## config.mk

```make
export PLATFORM = sky130hd
export DESIGN_NAME = stopwatch
export DESIGN_NICKNAME = d
export VERILOG_FILES = /design/src/rtl/nano6502_io_pkg.sv /design/src/rtl/stopwatch_tick.sv /design/src/rtl/stopwatch.sv
export SDC_FILE = /design/constraint.sdc
export NUM_CORES = 1
export LEC_CHECK = 0
export BUFFER_PORTS_ARGS = -buffer_cell sky130_fd_sc_hd__buf_2
export CELL_PAD_IN_SITES_DETAIL_PLACEMENT = 0
export CELL_PAD_IN_SITES_GLOBAL_PLACEMENT = 1
export CORE_MARGIN = 10
export CORE_UTILIZATION = 29
export CTS_CLUSTER_DIAMETER = 120
export DETAILED_ROUTE_END_ITERATION = 6
export PLACE_DENSITY = 0.56
export SKIP_LAST_GASP = 1
export SYNTH_ARGS = -nofsm -noshare
export SYNTH_HDL_FRONTEND = slang
export SYNTH_SLANG_ARGS = --single-unit
export TNS_END_PERCENT = 5
```

## constraint.sdc

```tcl
create_clock -name clk_i -period 2.8 [get_ports clk_i]
set_input_delay 0.42 -clock clk_i [delete_from_list [all_inputs] [get_ports clk_i]]
set_output_delay 0.42 -clock clk_i [all_outputs]
set_load 0.05 [all_outputs]
```

## src/rtl/nano6502_io_pkg.sv

```systemverilog
`default_nettype none
// ============================================================================
// Module      : nano6502_io_pkg
// Description : Shared register map, bit indices and state type for the
//               nano6502 I/O cores (stopwatch, countdown timer).
// Revision    : 1.0 - initial release
// ============================================================================
package nano6502_io_pkg;

  // Register window offsets
  localparam logic [2:0] REG_STATUS = 3'd0;
  localparam logic [2:0] REG_CTRL   = 3'd1;
  localparam logic [2:0] REG_SNAP0  = 3'd2;
  localparam logic [2:0] REG_SNAP1  = 3'd3;
  localparam logic [2:0] REG_SNAP2  = 3'd4;

  // Status register bit positions
  localparam int STAT_RUN = 0;
  localparam int STAT_OVF = 1;

  // Control register bit positions
  localparam int CTL_START = 0;
  localparam int CTL_STOP  = 1;
  localparam int CTL_CLEAR = 2;
  localparam int CTL_LATCH = 3;

  typedef enum logic [0:0] {
    ST_IDLE    = 1'b0,
    ST_RUNNING = 1'b1
  } sw_state_e;

endpackage
`default_nettype wire

```

## src/rtl/stopwatch_tick.sv

```systemverilog
`default_nettype none
// ============================================================================
// Module      : stopwatch_tick
// Description : Millisecond prescaler. Counts 0..MS_DIV-1 while enabled and
//               flags the wrap cycle with a one-cycle tick. Holds its value
//               while disabled so a pause keeps the partial period.
// Revision    : 1.0 - initial release
// ============================================================================
module stopwatch_tick #(
  parameter int MS_DIV = 25_175
) (
  input  logic clk_i,
  input  logic rst_i,
  input  logic en_i,
  input  logic clr_i,
  output logic tick_o
);

  localparam int               CNT_W   = (MS_DIV > 1) ? $clog2(MS_DIV) : 1;
  localparam logic [CNT_W-1:0] CNT_MAX = CNT_W'(MS_DIV - 1);

  logic [CNT_W-1:0] cnt_q;
  logic [CNT_W-1:0] cnt_d;

  // Tick is combinational so the consumer acts on the same edge as the wrap
  assign tick_o = en_i && (cnt_q == CNT_MAX);

  // Next prescaler value: clear dominates, otherwise count and wrap when enabled
  always_comb begin
    cnt_d = cnt_q;
    if (clr_i) begin
      cnt_d = '0;
    end else if (en_i) begin
      cnt_d = (cnt_q == CNT_MAX) ? '0 : cnt_q + CNT_W'(1);
    end
  end

  // Prescaler register
  always_ff @(posedge clk_i or posedge rst_i) begin
    if (rst_i) begin
      cnt_q <= '0;
    end else begin
      cnt_q <= cnt_d;
    end
  end

endmodule
`default_nettype wire

```

## src/rtl/stopwatch.sv

```systemverilog
`default_nettype none
// ============================================================================
// Module      : stopwatch
// Description : Bus-polled elapsed-time peripheral. Counts milliseconds while
//               running, with a software-visible snapshot register that only
//               changes on latch/stop so multi-byte reads stay coherent.
// Revision    : 1.0 - initial release
// ============================================================================
module stopwatch
  import nano6502_io_pkg::*;
#(
  parameter int CLK_FRE = 25_175_000,
  parameter int MS_DIV  = CLK_FRE / 1000,
  parameter int COUNT_W = 24
) (
  input  logic       clk_i,
  input  logic       rst_i,
  input  logic       R_W_n,
  input  logic [2:0] reg_addr_i,
  input  logic [7:0] data_i,
  input  logic       stopwatch_cs,
  output logic [7:0] data_o
);

  sw_state_e          state_q, state_d;
  logic [COUNT_W-1:0] count_q, count_d;
  logic [COUNT_W-1:0] snap_q,  snap_d;
  logic               ovf_q,   ovf_d;

  logic        w_ctl_wr;
  logic        w_start, w_stop, w_clear, w_latch;
  logic        w_running;
  logic        w_tick;
  logic [23:0] w_snap_ext;
  logic        w_unused;

  // Control strobes; the upper data bits carry no function
  assign w_ctl_wr  = stopwatch_cs && !R_W_n && (reg_addr_i == REG_CTRL);
  assign w_start   = w_ctl_wr && data_i[CTL_START];
  assign w_stop    = w_ctl_wr && data_i[CTL_STOP];
  assign w_clear   = w_ctl_wr && data_i[CTL_CLEAR];
  assign w_latch   = w_ctl_wr && data_i[CTL_LATCH];
  assign w_running = (state_q == ST_RUNNING);
  assign w_unused  = &{1'b0, data_i[7:4]};

  stopwatch_tick #(
    .MS_DIV (MS_DIV)
  ) u_tick (
    .clk_i  (clk_i),
    .rst_i  (rst_i),
    .en_i   (w_running),
    .clr_i  (w_clear),
    .tick_o (w_tick)
  );

  // Next state plus count/overflow/snapshot updates with clear > stop > start
  always_comb begin
    state_d = state_q;
    count_d = count_q;
    ovf_d   = ovf_q;
    snap_d  = snap_q;

    case (state_q)
      ST_IDLE:    if (w_start && !w_stop) state_d = ST_RUNNING;
      ST_RUNNING: if (w_stop)             state_d = ST_IDLE;
      default:                            state_d = ST_IDLE;
    endcase

    if (w_clear) begin
      count_d = '0;
      ovf_d   = 1'b0;
    end else if (w_tick) begin
      count_d = count_q + COUNT_W'(1);
      if (count_q == '1) ovf_d = 1'b1;
    end

    // Latch sees the count before any same-edge tick; stop sees it after
    if (w_latch) snap_d = w_clear ? '0 : count_q;
    if (w_stop && w_running) snap_d = count_d;
  end

  // State and datapath registers
  always_ff @(posedge clk_i or posedge rst_i) begin
    if (rst_i) begin
      state_q <= ST_IDLE;
      count_q <= '0;
      snap_q  <= '0;
      ovf_q   <= 1'b0;
    end else begin
      state_q <= state_d;
      count_q <= count_d;
      snap_q  <= snap_d;
      ovf_q   <= ovf_d;
    end
  end

  generate
    if (COUNT_W < 24) begin : g_snap_pad
      assign w_snap_ext = {{(24 - COUNT_W){1'b0}}, snap_q};
    end else begin : g_snap_full
      assign w_snap_ext = snap_q[23:0];
    end
  endgenerate

  // Read mux; control and unmapped addresses read as zero
  always_comb begin
    data_o = 8'h00;
    case (reg_addr_i)
      REG_STATUS: begin
        data_o[STAT_RUN] = w_running;
        data_o[STAT_OVF] = ovf_q;
      end
      REG_SNAP0: data_o = w_snap_ext[7:0];
      REG_SNAP1: data_o = w_snap_ext[15:8];
      REG_SNAP2: data_o = w_snap_ext[23:16];
      default:   data_o = 8'h00;
    endcase
  end

endmodule
`default_nettype wire

```

==> out/metrics.cfg <==
[timing]
skew_ns=0.006440
tightest_slew_ns=0.6714
tns_ns=0
fmax_ghz=0.4112
rsz0062_at_grt=false
slew_headroom_pct=55.18
post-route-period-util_pct=86.84
setup_viol=0
final_hold_viol_count=0
period_needed_ns=2.432
maxSlewViolCount=0

[critical_path]
endpoint_kind=flop
start_kind=flop
crit_required_ns=2.99
path_class=reg -> reg
critical_path.max_fanout=20
cp.arrival_ns=2.62

[route]
drt_iter0_markers=217
drc=0
detail_route.wl_per_cell_um=17.28
wirelength_um=10180
dr.pass1.iters=4
ant_nets=0
num_vias=3012
routed_via_density=5.114

[cts]
clockBufferDepth=2
post-cts-setup-buffers=0
cts_tree=built
cts_sinks=65
ctsHoldBuffers=0
path_clk_slew_ns=0.05
htree_levels=3
cts_resized=0
clkLatencyLatePin_ns=0.33
cts_root_buf=clkbuf_16
numCtsBuffers=9

[cells_and_area]
drive_above_1_share_pct=14.15
post-route-util_pct=34.14
diodes=0
fin_area_sq_um=4325
area_delta_synth_final_pct=15.23
layout.nets=431

[floorplan]
io_pins=23
die_w_um=133.8
core-area_sq_um=12670
dieArea_sq_um=17890
chipHeight_um=133.8
num_rows=41
initial_utilization_pct=29.62

[global_routing]
grt_overflow=0
grt_first_pass_wirelength_um=17010
track_usage_pct=11.82
use_met1_pct=15.79
grt_util_met2_pct=18.14
grtUsageMet3_pct=2.950
antenna_found_initial=0
busiest_layer=met2
grt_max_degree=37
grt_pass1_vias=3086

[synth]
yosysWarnings=0
ys_seq_elements=65
syn-num-nets=414
ys.flop_type=dfrtp_1
post-synth-top-count-cell=dfrtp_1
post-synth-top-area-cell=dfrtp_1
seq_area_frac_synth_pct=43.33
syn_area_sq_um=3754
synth_cell_types=53
yosys-top-cells-area=dfrtp_1, xnor2_1, nor2_1
synth_edf_count=0
synth_top_area_share_pct=43.33
synthTopCellsByCount=dfrtp_1, nor2_1, nand2_1
async_reset_ff_share_pct=100.0
syn_inst=396
syn_avg_cell_area_sq_um=9.479

[status]
outcome=finished, final reports clean

[power]
power.density_nw_per_um2=703.0
ir_drop_mv=0.2882
power_leakage_uw=0.001804

[placed_design]
dp_hpwl_um=7259
gp_congestion=0.7883
place_area_sq_um=4063
port_buffers=18

[run]
cap_viol_max_count=0

[min_path]
hp-class=in -> async

## path summary, 6_finish.rpt
check | startpoint | end | slack, ns | depth (start not counted)
max in group asynchronous | rst_i | u_tick.cnt_q[10] | 1.96 | 3
min in group clk_i | data_i[1] | state_q | 0.31 | 2
setup / recovery | u_tick.cnt_q[7] | u_tick.cnt_q[2] | 0.37 | 6
setup reg to reg | u_tick.cnt_q[7] | u_tick.cnt_q[2] | 0.37 | 6
hold reg to reg | snap_q[2] | snap_q[2] | 0.47 | 2
hold / removal | rst_i | count_q[20] | 0.19 | 2
## cell type report
| cell class | count | area, sq um |
|---|---|---|
| Clock inverter | 4 | 20.02 |
| Fill cell | 1367 | 8346 |
| Multi-Input combinational cell | 300 | 2006 |
| Sequential cell | 65 | 1627 |
| Inverter | 8 | 30.03 |
| Clock buffer | 11 | 242.7 |
| Timing Repair Buffer | 29 | 185.2 |
| Tap cell | 172 | 215.2 |
## worst max-delay path, cell delays in order, from the launching register on
cell and delay (ns):
dfrtp_1 0.43, or4b_4 0.58, nor4_4 0.36, buf_4 0.34, nand2_1 0.15, nand2b_1 0.35
nor2_1 0.10
## cell usage in the layout (no fill, tap or decap), drive strengths merged, types with 9 or more instances in the layout
cell,n
dfrtp,65
nor2,39
nand2,36
buf,29
o21ai,24
xnor2,19
nand3,17
a21oi,15
nand4,14
mux2i,14
xor2,13
nor3,13
a22oi,11
clkbuf,11
nor4,11
and3,9
## sequential cells by signal (all words and copies together), names as in the netlist
register and cells:
count_q 24, ovf_q 1, snap_q 24, state_q 1, u_tick.cnt_q 15
## metal layers
metal	routed length [um]	share of wire, %
met5	0	0
met4	146	1.4
met3	422	4.1
met2	4666	46
met1	4942	49
## cells by family after synthesis
group           count (synthesis)  share of synthesized area, %
simple gates                  177                         28.23
compound gates                 74                         12.87
flops                          65                         43.33
xor+xnor                       32                         7.467
buf+inv                        31                         3.367
mux                            14                         3.733
fa+ha+maj                       3                         1.000
## power breakdown
group          total, uW  switching, uW  internal, uW
Sequential          1400            252          1150
Combinational        629            371           258
Clock               1010            396           611
## per-stage QoR
step | std cells | total power (uW) | worst slack [ns] | hold slack (ns)
3_3_place_gp | 574 | 2044 | 0.3433 | 0.4613
6_report | 589 | 3041 | 0.3684 | 0.1896
4_1_cts | 589 | 3087 | 0.3239 | 0.2100
2_1_floorplan | 396 | 1839 | 0.2404 | 0.4385
3_5_place_dp | 574 | 2054 | 0.3282 | 0.4637
5_1_grt | 589 | 3237 | 0.2127 | 0.2522
(Power assumes the default switching activity.)
